File: src/rtl/pwm_dac.sv
`default_nettype none
`timescale 1ns/1ps
// +--------------------------------------------------------------------------+
// | pwm_dac : windowed PWM DAC with one-entry pending code, hold-last-sample  |
// | Option macro: PWM_DAC_UNDERRUN_EN (adds underrun_count)    Rev 1.0        |
// +--------------------------------------------------------------------------+
module pwm_dac #(
  parameter int unsigned CYCLES_PER_WINDOW = 1024,
  parameter int unsigned CODE_WIDTH        = $clog2(CYCLES_PER_WINDOW)
) (
  input  logic                  clk,
  input  logic                  rst,
  input  logic [CODE_WIDTH-1:0] code,
  input  logic                  code_valid,
  output logic                  code_ready,
  output logic                  pwm,
  output logic                  window_start
`ifdef PWM_DAC_UNDERRUN_EN
  ,
  output logic [15:0]           underrun_count
`endif
);

  localparam int unsigned      CNT_W      = $clog2(CYCLES_PER_WINDOW);
  localparam logic [CNT_W-1:0] LAST_COUNT = CNT_W'(CYCLES_PER_WINDOW - 1);

  logic [CNT_W-1:0] count_q, count_d;
  logic [CNT_W-1:0] active_q, active_d;
  logic [CNT_W-1:0] pending_q, pending_d;
  logic [CNT_W-1:0] code_clamped;
  logic             started_q;
  logic             pending_full_q, pending_full_d;
  logic             pwm_q, pwm_d;
  logic             window_start_q, window_start_d;
  logic             transfer;
  logic             wrap;

  always_comb begin
    transfer = code_valid && !pending_full_q;
    // The first edge after reset parks the counter at 0 to open window 0; it is not a wrap.
    wrap     = started_q && (count_q == LAST_COUNT);

    if (32'(code) > 32'(CYCLES_PER_WINDOW - 1)) begin
      code_clamped = LAST_COUNT;
    end else begin
      code_clamped = CNT_W'(code);
    end

    if (!started_q || wrap) begin
      count_d = '0;
    end else begin
      count_d = count_q + CNT_W'(1);
    end

    window_start_d = (count_d == '0);
    pwm_d          = (count_q < active_q);

    active_d       = active_q;
    pending_d      = pending_q;
    pending_full_d = pending_full_q;
    if (wrap && pending_full_q) begin
      active_d       = pending_q;
      pending_full_d = 1'b0;
    end
    if (transfer) begin
      pending_d      = code_clamped;
      pending_full_d = 1'b1;
    end
  end

  always_ff @(posedge clk or posedge rst) begin
    if (rst) begin
      count_q        <= '0;
      active_q       <= '0;
      pending_q      <= '0;
      started_q      <= 1'b0;
      pending_full_q <= 1'b0;
      pwm_q          <= 1'b0;
      window_start_q <= 1'b0;
    end else begin
      count_q        <= count_d;
      active_q       <= active_d;
      pending_q      <= pending_d;
      started_q      <= 1'b1;
      pending_full_q <= pending_full_d;
      pwm_q          <= pwm_d;
      window_start_q <= window_start_d;
    end
  end

  assign code_ready   = !pending_full_q;
  assign pwm          = pwm_q;
  assign window_start = window_start_q;

`ifdef PWM_DAC_UNDERRUN_EN
  logic [15:0] underrun_q, underrun_d;

  always_comb begin
    underrun_d = underrun_q;
    if (wrap && !pending_full_q && (underrun_q != 16'hFFFF)) begin
      underrun_d = underrun_q + 16'd1;
    end
  end

  always_ff @(posedge clk or posedge rst) begin
    if (rst) begin
      underrun_q <= '0;
    end else begin
      underrun_q <= underrun_d;
    end
  end

  assign underrun_count = underrun_q;
`endif

endmodule
`default_nettype wire

File: config.mk
export PLATFORM = sky130hd
export DESIGN_NAME = pwm_dac
export DESIGN_NICKNAME = d
export VERILOG_FILES = /design/src/rtl/pwm_dac.sv
export SDC_FILE = /design/constraint.sdc
export NUM_CORES = 1
export LEC_CHECK = 0
export BUFFER_PORTS_ARGS = -buffer_cell sky130_fd_sc_hd__clkbuf_2
export CAP_MARGIN = 20
export CORE_ASPECT_RATIO = 0.6
export CORE_UTILIZATION = 58
export DETAILED_ROUTE_END_ITERATION = 8
export MAX_ROUTING_LAYER = met4
export PLACE_DENSITY = 0.78
export SLEW_MARGIN = 10
export SYNTH_ARGS = -nofsm -noshare
export SYNTH_HDL_FRONTEND = slang
export SYNTH_SLANG_ARGS = --single-unit
File: constraint.sdc
create_clock -name clk -period 2.1 [get_ports clk]
set_input_delay 0.315 -clock clk [delete_from_list [all_inputs] [get_ports clk]]
set_output_delay 0.315 -clock clk [all_outputs]
set_load 0.1 [all_outputs]
==> results.json, run 1 <==
{
  "status": "finished, final reports clean",
  "netlist_area_sq_um": 1720,
  "ir_drop_uv": 566,
  "syn_area_per_cell_sq_um": 11.9,
  "cp_slowest_cell": "dfrtp_1",
  "synth_top_family_by_area": "multiplexers",
  "layout_common_cells": "dfrtp_1 (34), clkbuf_2 (15), inv_1 (13)",
  "detail-route-antenna-nets": 0,
  "cts_buffer_depth": 2,
  "drt_iter0_markers": 40,
  "globalplace.congestion": 0.777,
  "cp-end-kind": "flop",
  "path_common_cell": "a31o_2",
  "cts_tree": "built",
  "fp.coreArea_sq_um": 2650,
  "ctsHtreeMaxLevel": 2,
  "vias_per_cell": 5.28,
  "setup_viol": 0,
  "cp.arrival_ns": 2.04,
  "power.density_nw_per_um2": 739,
  "ys_ff_latch": 34,
  "instances_no_fill": 206,
  "tightest_slew_ns": 0.544,
  "die_x_um": 72.3,
  "final_nets": 188,
  "crit_chain": "ha_1, and4_1, and2_1, nor3_1, a31o_2, a31o_2",
  "ys_seq_area_share_pct": 49.5,
  "n_antenna_cell": 0,
  "slew_viol_final": 0,
  "max_freq_ghz": 0.540,
  "grt_pass1_wl_um": 5150,
  "ios": 16,
  "hold_viol_final": 0,
  "period_minus_slack_ns": 1.85,
  "crit_fanout": 7,
  "hold_buffers": 0,
  "cts_setup_buffers": 0,
  "synth_cell_types": 38,
  "initial_utilization_pct": 65.0,
  "fin_skew_ns": 0.0104,
  "hpwl_um": 2330,
  "worstPathRequired_ns": 2.29,
  "fill_cells": 193,
  "synth_warnings": 0,
  "via_count": 1088,
  "synth_compound_area_share_pct": 6.33,
  "drive_gt1_share_pct": 31.3,
  "power.leakage_nw": 0.980,
  "synth-simple-area-share_pct": 12.0,
  "root_buffer": "clkbuf_8",
  "cts_num_sinks": 34,
  "dp_slack_ns": 0.280,
  "rsz0062_at_grt": "false",
  "io_buffers": 15,
  "slew_headroom_pct": 63.9,
  "area_delta_synth_final_pct": 13.3,
  "synthMuxAreaShare_pct": 15.6,
  "antenna_found_initial": 0,
  "postLayoutCellArea_sq_um": 1950,
  "grt_pass1_vias": 1102,
  "routedWlPerCell_um": 15.4,
  "fin_tns_setup_ns": 0,
  "grt_usage_pct": 24.2,
  "start_kind": "flop",
  "fin_ws_ns": 0.250,
  "synth_fp_nets": 167,
  "synth_xor_area_share_pct": 4.59,
  "hold_path_class": "input pin to async pin",
  "clock_latency_ns": 0.30,
  "postPlaceCellArea_sq_um": 1840,
  "die_h_um": 44.2,
  "drv_cap": 0,
  "grt_max_degree": 35,
  "post-route-drc-count": 0,
  "drt-pass1-iter-count": 4,
  "numCtsBuffers": 5,
  "crit_type": "flop to flop",
  "row_count": 14,
  "cpPeakStageDelay_ns": 0.44,
  "layout_commonest_cell": "dfrtp_1",
  "routed_wl_um": 3180,
  "dieArea_sq_um": 3190,
  "grt-ovfl-total": 0,
  "dp.cells": 198,
  "clk_transition_reported_paths_ns": 0.07,
  "synthAdderAreaFrac_pct": 7.28,
  "netlist_instances": 144,
  "cts_resized": 0,
  "min_period_over_period_pct": 88.1
}
==> path summary, 6_finish.rpt <==
check                                      end  slack [ns]          from  cells past startpoint
worst max-delay path              window_start        0.25    count_q[0]                      6
worst min-delay path              pending_q[8]        0.08           rst                      3
worst max register to register    window_start        0.25    count_q[0]                      6
worst min register to register     active_q[3]        0.50  pending_q[3]                      1
max in group asynchronous         pending_q[3]        1.71           rst                      3
min in group clk                pending_full_q        0.23    code_valid                      2
==> flip-flops by register name (all words and copies together), names as in the netlist <==
signal and count:
pending_full_q 1, pwm 1, pending_q 10, window_start 1
active_q 10, started_q 1, count_q 10
==> kinds of logic (layout without fill, tap and decap cells) <==
| kind of cell | after synthesis | in the layout |
|---|---|---|
| simple gates | 37 | 37 |
| flops | 34 | 34 |
| mux | 21 | 21 |
| buf+inv | 17 | 39 |
| compound gates | 15 | 15 |
| fa+ha+maj | 10 | 10 |
| xor+xnor | 9 | 9 |
| other cells | 1 | 1 |
==> synthesized netlist by cell type <==
cell type  count  area, sq um
clkbuf_1       1         3.75
a221o_1        1         10.0
and3_1         2         12.5
a31o_2         2         17.5
nor2_1         8         30.0
mux2_4         9          135
xnor2_1        5         43.8
ha_1          10          125
a21o_1         3         22.5
nor3_1         1         5.00
mux2i_1        1         10.0
a31oi_1        1         6.26
dfrtp_1       34          851
o21a_1         1         7.51
nor3_2         1         10.0
buf_6          1         11.3
nor4_1         1         6.26
o211a_1        1         10.0
conb_1         1         3.75
buf_4          1         7.51
and4_1         2         17.5
nand3_2        1         10.0
nand4_1        3         18.8
nand3_1        4         20.0
and3_2         1         7.51
mux2_2        11          124
a211oi_1       1         7.51
nor2b_1        1         6.26
nand2b_1       1         6.26
nand2_1        5         18.8
xor2_1         4         35.0
a21oi_1        3         15.0
inv_1         13         48.8
and2_1         5         31.3
buf_2          1         5.00
o31ai_1        1         7.51
o21ai_0        1         5.00
or2_2          1         6.26
==> critical path: cells and delay by family, from the launching register on <==
| kind | cells | cell delay, ns |
|---|---|---|
| AOI/OAI and AO/OA | 2 | 0.46 |
| adders and majority gates | 1 | 0.31 |
| DFF | 1 | 0.44 |
| and+or+nand+nor | 3 | 0.54 |
==> routing by layer <==
layer | wire length [um] | global-route usage, % | share of wire, %
met1 | 1520 | 28.8 | 48
met2 | 1450 | 35.5 | 46
met3 | 147 | 10.5 | 4.6
met4 | 61 | 11.8 | 1.9
met5 | 0 | - | 0
==> power breakdown <==
group	switching (mW)	internal, mW	leakage (nW)	total [mW]
clock network	0.248	0.349	0.0579	0.597
registers	0.0248	0.690	0.442	0.715
logic	0.0790	0.0476	0.481	0.127
==> stage by stage <==
step / hold WS [ns] / utilization, % / total power [mW]
CTS: 0.0876 / 73.7 / 1.45
global route: 0.112 / 73.7 / 1.49
global placement: 0.398 / 69.5 / 0.845
finish: 0.0754 / 73.7 / 1.44
detailed placement: 0.405 / 69.5 / 0.855
floorplan: 0.432 / - / 0.815
==> cell type report <==
class                      count  area [sq um]  area share (%)
sequential                    34           851            43.7
multi-input combinational     93           792            40.7
timing repair buffer          18          97.6            5.01
clock buffer                   5          68.8            3.53
tap                           40          50.0            2.57
inverter                      13          48.8            2.50
clock inverter                 3          40.0            2.06
(Power assumes the default switching activity.)
==> run 2, diff against run 1 <==
CORE_UTILIZATION = 55   (was 58)
HOLD_SLACK_MARGIN = 0.05   (was unset)
PLACE_DENSITY = 0.75   (was 0.78)
==> results.json, run 2 (synthesis gave the netlist of run 1 again) <==
{
  "cts_resized": 0,
  "final_nets": 188,
  "routed_wl_um": 2990,
  "routed-wl-met3_um": 127,
  "n_antenna_cell": 0,
  "vias_per_cell": 5.34,
  "top_regs": "active_q: 10 flops, count_q: 10 flops, pending_q: 10 flops",
  "ctsHtreeMaxLevel": 2,
  "r2r_start": "count_q[0]",
  "multi_input_area_sq_um": 792,
  "drive_gt1_share_pct": 30.7,
  "die_h_um": 45.3,
  "crit_chain": "ha_1, and4_1, and2_1, nor3_1, a31o_2, a31o_2",
  "seqCellArea_sq_um": 851,
  "critical_path.startpoint": "count_q[0]",
  "crit_fanout": 7,
  "fin_ws_ns": 0.277,
  "status": "finished, final reports clean",
  "cts_tree": "built",
  "fin_tns_setup_ns": 0,
  "ff2ff_path_depth": 6,
  "setup_viol": 0,
  "fill_cells": 240,
  "rsz0062_at_grt": "false",
  "post-route-drc-count": 0,
  "ios": 16,
  "path_common_cell": "a31o_2",
  "wl_met1_um": 1470,
  "cp_slowest_cell": "dfrtp_1",
  "drt_iter0_markers": 47,
  "cp-end-kind": "flop",
  "routedWlPerCell_um": 14.4,
  "numCtsBuffers": 5,
  "start_kind": "flop",
  "cts_setup_buffers": 0,
  "rr_endpoint": "window_start",
  "layout_common_cells": "dfrtp_1 (34), clkbuf_2 (15), inv_1 (13)",
  "drt-pass1-iter-count": 4,
  "crit_type": "flop to flop",
  "grt_usage_pct": 21.9,
  "hold_viol_final": 0,
  "area_delta_synth_final_pct": 12.4,
  "layout_commonest_cell": "dfrtp_1",
  "wl_met2_um": 1330,
  "fin_skew_ns": 0.00348,
  "grt-ovfl-total": 0,
  "hold_buffers": 0,
  "antenna_found_initial": 0,
  "top_layer": "met4",
  "worstPathRequired_ns": 2.28,
  "cts_num_sinks": 34,
  "min_period_over_period_pct": 86.8,
  "grt_pass1_wl_um": 4820,
  "hold_path_class": "input pin to async pin",
  "rrSetupSlack_ns": 0.28,
  "slew_viol_final": 0,
  "tightest_slew_ns": 0.538,
  "slew_headroom_pct": 64.3,
  "fp.coreArea_sq_um": 2930,
  "root_buffer": "clkbuf_8",
  "io_buffers": 15,
  "post-route-util_pct": 66.0,
  "cts_buffer_depth": 2,
  "period_minus_slack_ns": 1.82,
  "row_count": 15,
  "hpwl_um": 2250,
  "drv_cap": 0,
  "power.density_nw_per_um2": 691,
  "grt_max_degree": 35,
  "dp_slack_ns": 0.296,
  "finalPower_mw": 1.34,
  "dieArea_sq_um": 3360,
  "cp.arrival_ns": 2.00,
  "die_x_um": 74.2,
  "cpPeakStageDelay_ns": 0.44,
  "detail-route-antenna-nets": 0,
  "via_count": 1111,
  "max_freq_ghz": 0.549,
  "ir_drop_uv": 476,
  "initial_utilization_pct": 58.7,
  "power.leakage_nw": 0.971,
  "globalplace.congestion": 0.828,
  "clk_transition_reported_paths_ns": 0.07,
  "clock_latency_ns": 0.29,
  "grt_pass1_vias": 1061
}
## run 2: cell count changes in the layout (fill, tap and decap cells not counted)
cell / previous run / this run
bufinv_16: 1 / 0
clkbuf_1: 0 / 1
clkbuf_8: 5 / 6
clkinv_2: 2 / 1
## run 2: critical path: cells and delay by family, from the launching register on
family	cells	cell delay, ns
fa+ha+maj	1	0.29
flops	1	0.44
simple gates	3	0.53
compound gates	2	0.45
## run 2: metrics by stage
stage	std cells	hold WS (ns)	area, sq um
finish	208	0.0889	1930
global route	208	0.118	1930
CTS	208	0.101	1930
detailed placement	200	0.413	1840
global placement	200	0.406	1840
floorplan	144	0.432	1720
## run 2: worst max path at each step
stage	end	slack (ns)	cells past startpoint
finish	window_start	0.28	6
global route	active_q[9]	0.14	6
CTS	window_start	0.28	6
detailed placement	window_start	0.30	6
global placement	window_start	0.36	6
floorplan	active_q[0]	0.43	6
## run 2: power breakdown
group | internal, mW | switching (mW)
sequential | 0.690 | 0.0246
combinational | 0.0475 | 0.0790
clock | 0.264 | 0.231
## run 2: final cells by class
type / count / area share [%]
sequential: 34 / 44.0
multi-input combinational: 93 / 41.0
timing repair buffer: 18 / 5.05
clock buffer: 7 / 4.47
tap: 42 / 2.72
inverter: 13 / 2.52
clock inverter: 1 / 0.259
## run 2: routing by layer
metal  up-vias  GRT usage [%]
met5         -              -
met4         0           9.23
met3         6           10.0
met2        15           32.4
met1       555           25.9
li1        535              -
==> run 3, diff against run 2 <==
RECOVER_POWER = 100   (was unset)
==> results.json, run 3 (synthesis gave the netlist of run 1 again) <==
{
  "cts_setup_buffers": 0,
  "cts_num_sinks": 34,
  "period_minus_slack_ns": 1.85,
  "status": "complete, but fails checks",
  "n_antenna_cell": 0,
  "fin_skew_ns": 0.00384,
  "grtUsageMet1_pct": 25.9,
  "clk_transition_reported_paths_ns": 0.07,
  "drv_cap": 1,
  "intPower_mw": 0.999,
  "via_count": 1099,
  "cts_tree": "built",
  "tightest_slew_ns": 1.76,
  "cts_resized": 0,
  "postLayoutCellArea_sq_um": 1880,
  "numCtsBuffers": 5,
  "grt_use_met3_pct": 10.0,
  "p_clk_share_pct": 37.0,
  "setup_viol": 0,
  "slew_headroom_pct": -17.4,
  "clock_latency_ns": 0.29,
  "sw_frac_of_total_pct": 24.8,
  "row_count": 15,
  "hold_buffers": 0,
  "hold_path_class": "input pin to flop",
  "routedWlPerCell_um": 14.4,
  "max_freq_ghz": 0.542,
  "detail-route-antenna-nets": 0,
  "vias_per_cell": 5.28,
  "top_regs": "active_q: 10 flops, count_q: 10 flops, pending_q: 10 flops",
  "postPlaceCellArea_sq_um": 1840,
  "layout_common_cells": "dfrtp_1 (34), inv_1 (13), clkbuf_2 (13)",
  "cp.arrival_ns": 2.02,
  "cts_buffer_depth": 2,
  "antenna_found_initial": 0,
  "crit_fanout": 7,
  "die_h_um": 45.3,
  "crit_type": "flop to flop",
  "cpPeakStageDelay_ns": 0.44,
  "power.leakage_nw": 0.930,
  "final_nets": 188,
  "drt-pass1-iter-count": 4,
  "grt_pass1_vias": 1061,
  "slew_viol_final": 35,
  "layout_commonest_cell": "dfrtp_1",
  "grt_pass1_wl_um": 4820,
  "io_buffers": 15,
  "finalPower_mw": 1.33,
  "grt-busiest-layer": "met2",
  "die_x_um": 74.2,
  "crit_chain": "ha_1, and4_1, and2_0, nor3_1, a31o_2, a31o_2",
  "hold_viol_final": 0,
  "globalplace.congestion": 0.828,
  "seq_power_share_pct": 53.7,
  "grt_max_degree": 35,
  "use_met2_pct": 32.4,
  "failed_checks": "capacitance limit, slew limit",
  "start_kind": "flop",
  "worstPathRequired_ns": 2.28,
  "grt-ovfl-total": 0,
  "path_common_cell": "a31o_2",
  "drive_gt1_share_pct": 22.3,
  "root_buffer": "clkbuf_8",
  "hpwl_um": 2250,
  "instances_no_fill": 208,
  "fin_tns_setup_ns": 0,
  "power.switching_mw": 0.329,
  "initial_utilization_pct": 58.7,
  "dieArea_sq_um": 3360,
  "comb_power_share_pct": 9.3,
  "min_period_over_period_pct": 87.9,
  "ir_drop_uv": 460,
  "power.density_nw_per_um2": 705,
  "cp-end-kind": "flop",
  "drt_iter0_markers": 42,
  "ctsHtreeMaxLevel": 2,
  "fp.coreArea_sq_um": 2930,
  "ios": 16,
  "post-route-drc-count": 0,
  "area_delta_synth_final_pct": 9.61,
  "grt_usage_pct": 21.9,
  "rsz0062_at_grt": "false",
  "cp_slowest_cell": "dfrtp_1",
  "dp.cells": 200,
  "fill_cells": 251,
  "routed_wl_um": 3000
}
run 3: cell type report:
type | instances | area, sq um | share of cell area (%)
flip-flops and latches | 34 | 851 | 45.2
clock inverters | 1 | 5.00 | 0.266
well taps | 42 | 52.6 | 2.79
repair buffers | 18 | 87.6 | 4.65
multi-input cells | 93 | 753 | 40.0
inverters | 13 | 48.8 | 2.59
clock buffers | 7 | 86.3 | 4.58
run 3: worst paths after layout:
kind	slack (ns)	end	depth (start not counted)	start
worst min-delay path	0.24	pending_full_q	2	code_valid
worst min register to register	0.49	active_q[0]	1	pending_q[0]
max in group asynchronous	0.46	count_q[1]	3	rst
worst max register to register	0.25	window_start	6	count_q[0]
min in group asynchronous	0.62	count_q[6]	3	rst
worst max-delay path	0.25	window_start	6	count_q[0]
run 3: per-layer routing:
layer  part of all wire [%]  vias up
met3                    4.0        2
li1                       -      534
met2                     46       21
met4                   0.87        0
met1                     49      542
met5                      0        -
run 3: critical path: cells and delay by family, from the launching register on:
family          cells  cell delay (ns)
compound gates      2             0.45
flops               1             0.44
simple gates        3             0.57
fa+ha+maj           1             0.28
run 3: power groups by stage:
| stage | Combinational (mW) | Clock, mW | Sequential (mW) |
|---|---|---|---|
| 3_3_place_gp | 0.121 | 0 | 0.725 |
| 2_1_floorplan | 0.0612 | 0 | 0.754 |
| 4_1_cts | 0.128 | 0.510 | 0.715 |
| 6_report | 0.123 | 0.492 | 0.713 |
| 5_1_grt | 0.135 | 0.542 | 0.717 |
| 3_5_place_dp | 0.128 | 0 | 0.728 |
run 3: stage by stage:
stage                     worst slack (ns)  util [%]  hold WS, ns
final                                0.254      64.4        0.238
after CTS                            0.281      66.0        0.101
after global routing                0.0967      64.4        0.237
after detailed placement             0.296      62.9        0.413
after floorplan                      0.427         -        0.432
after global placement               0.363      62.9        0.406
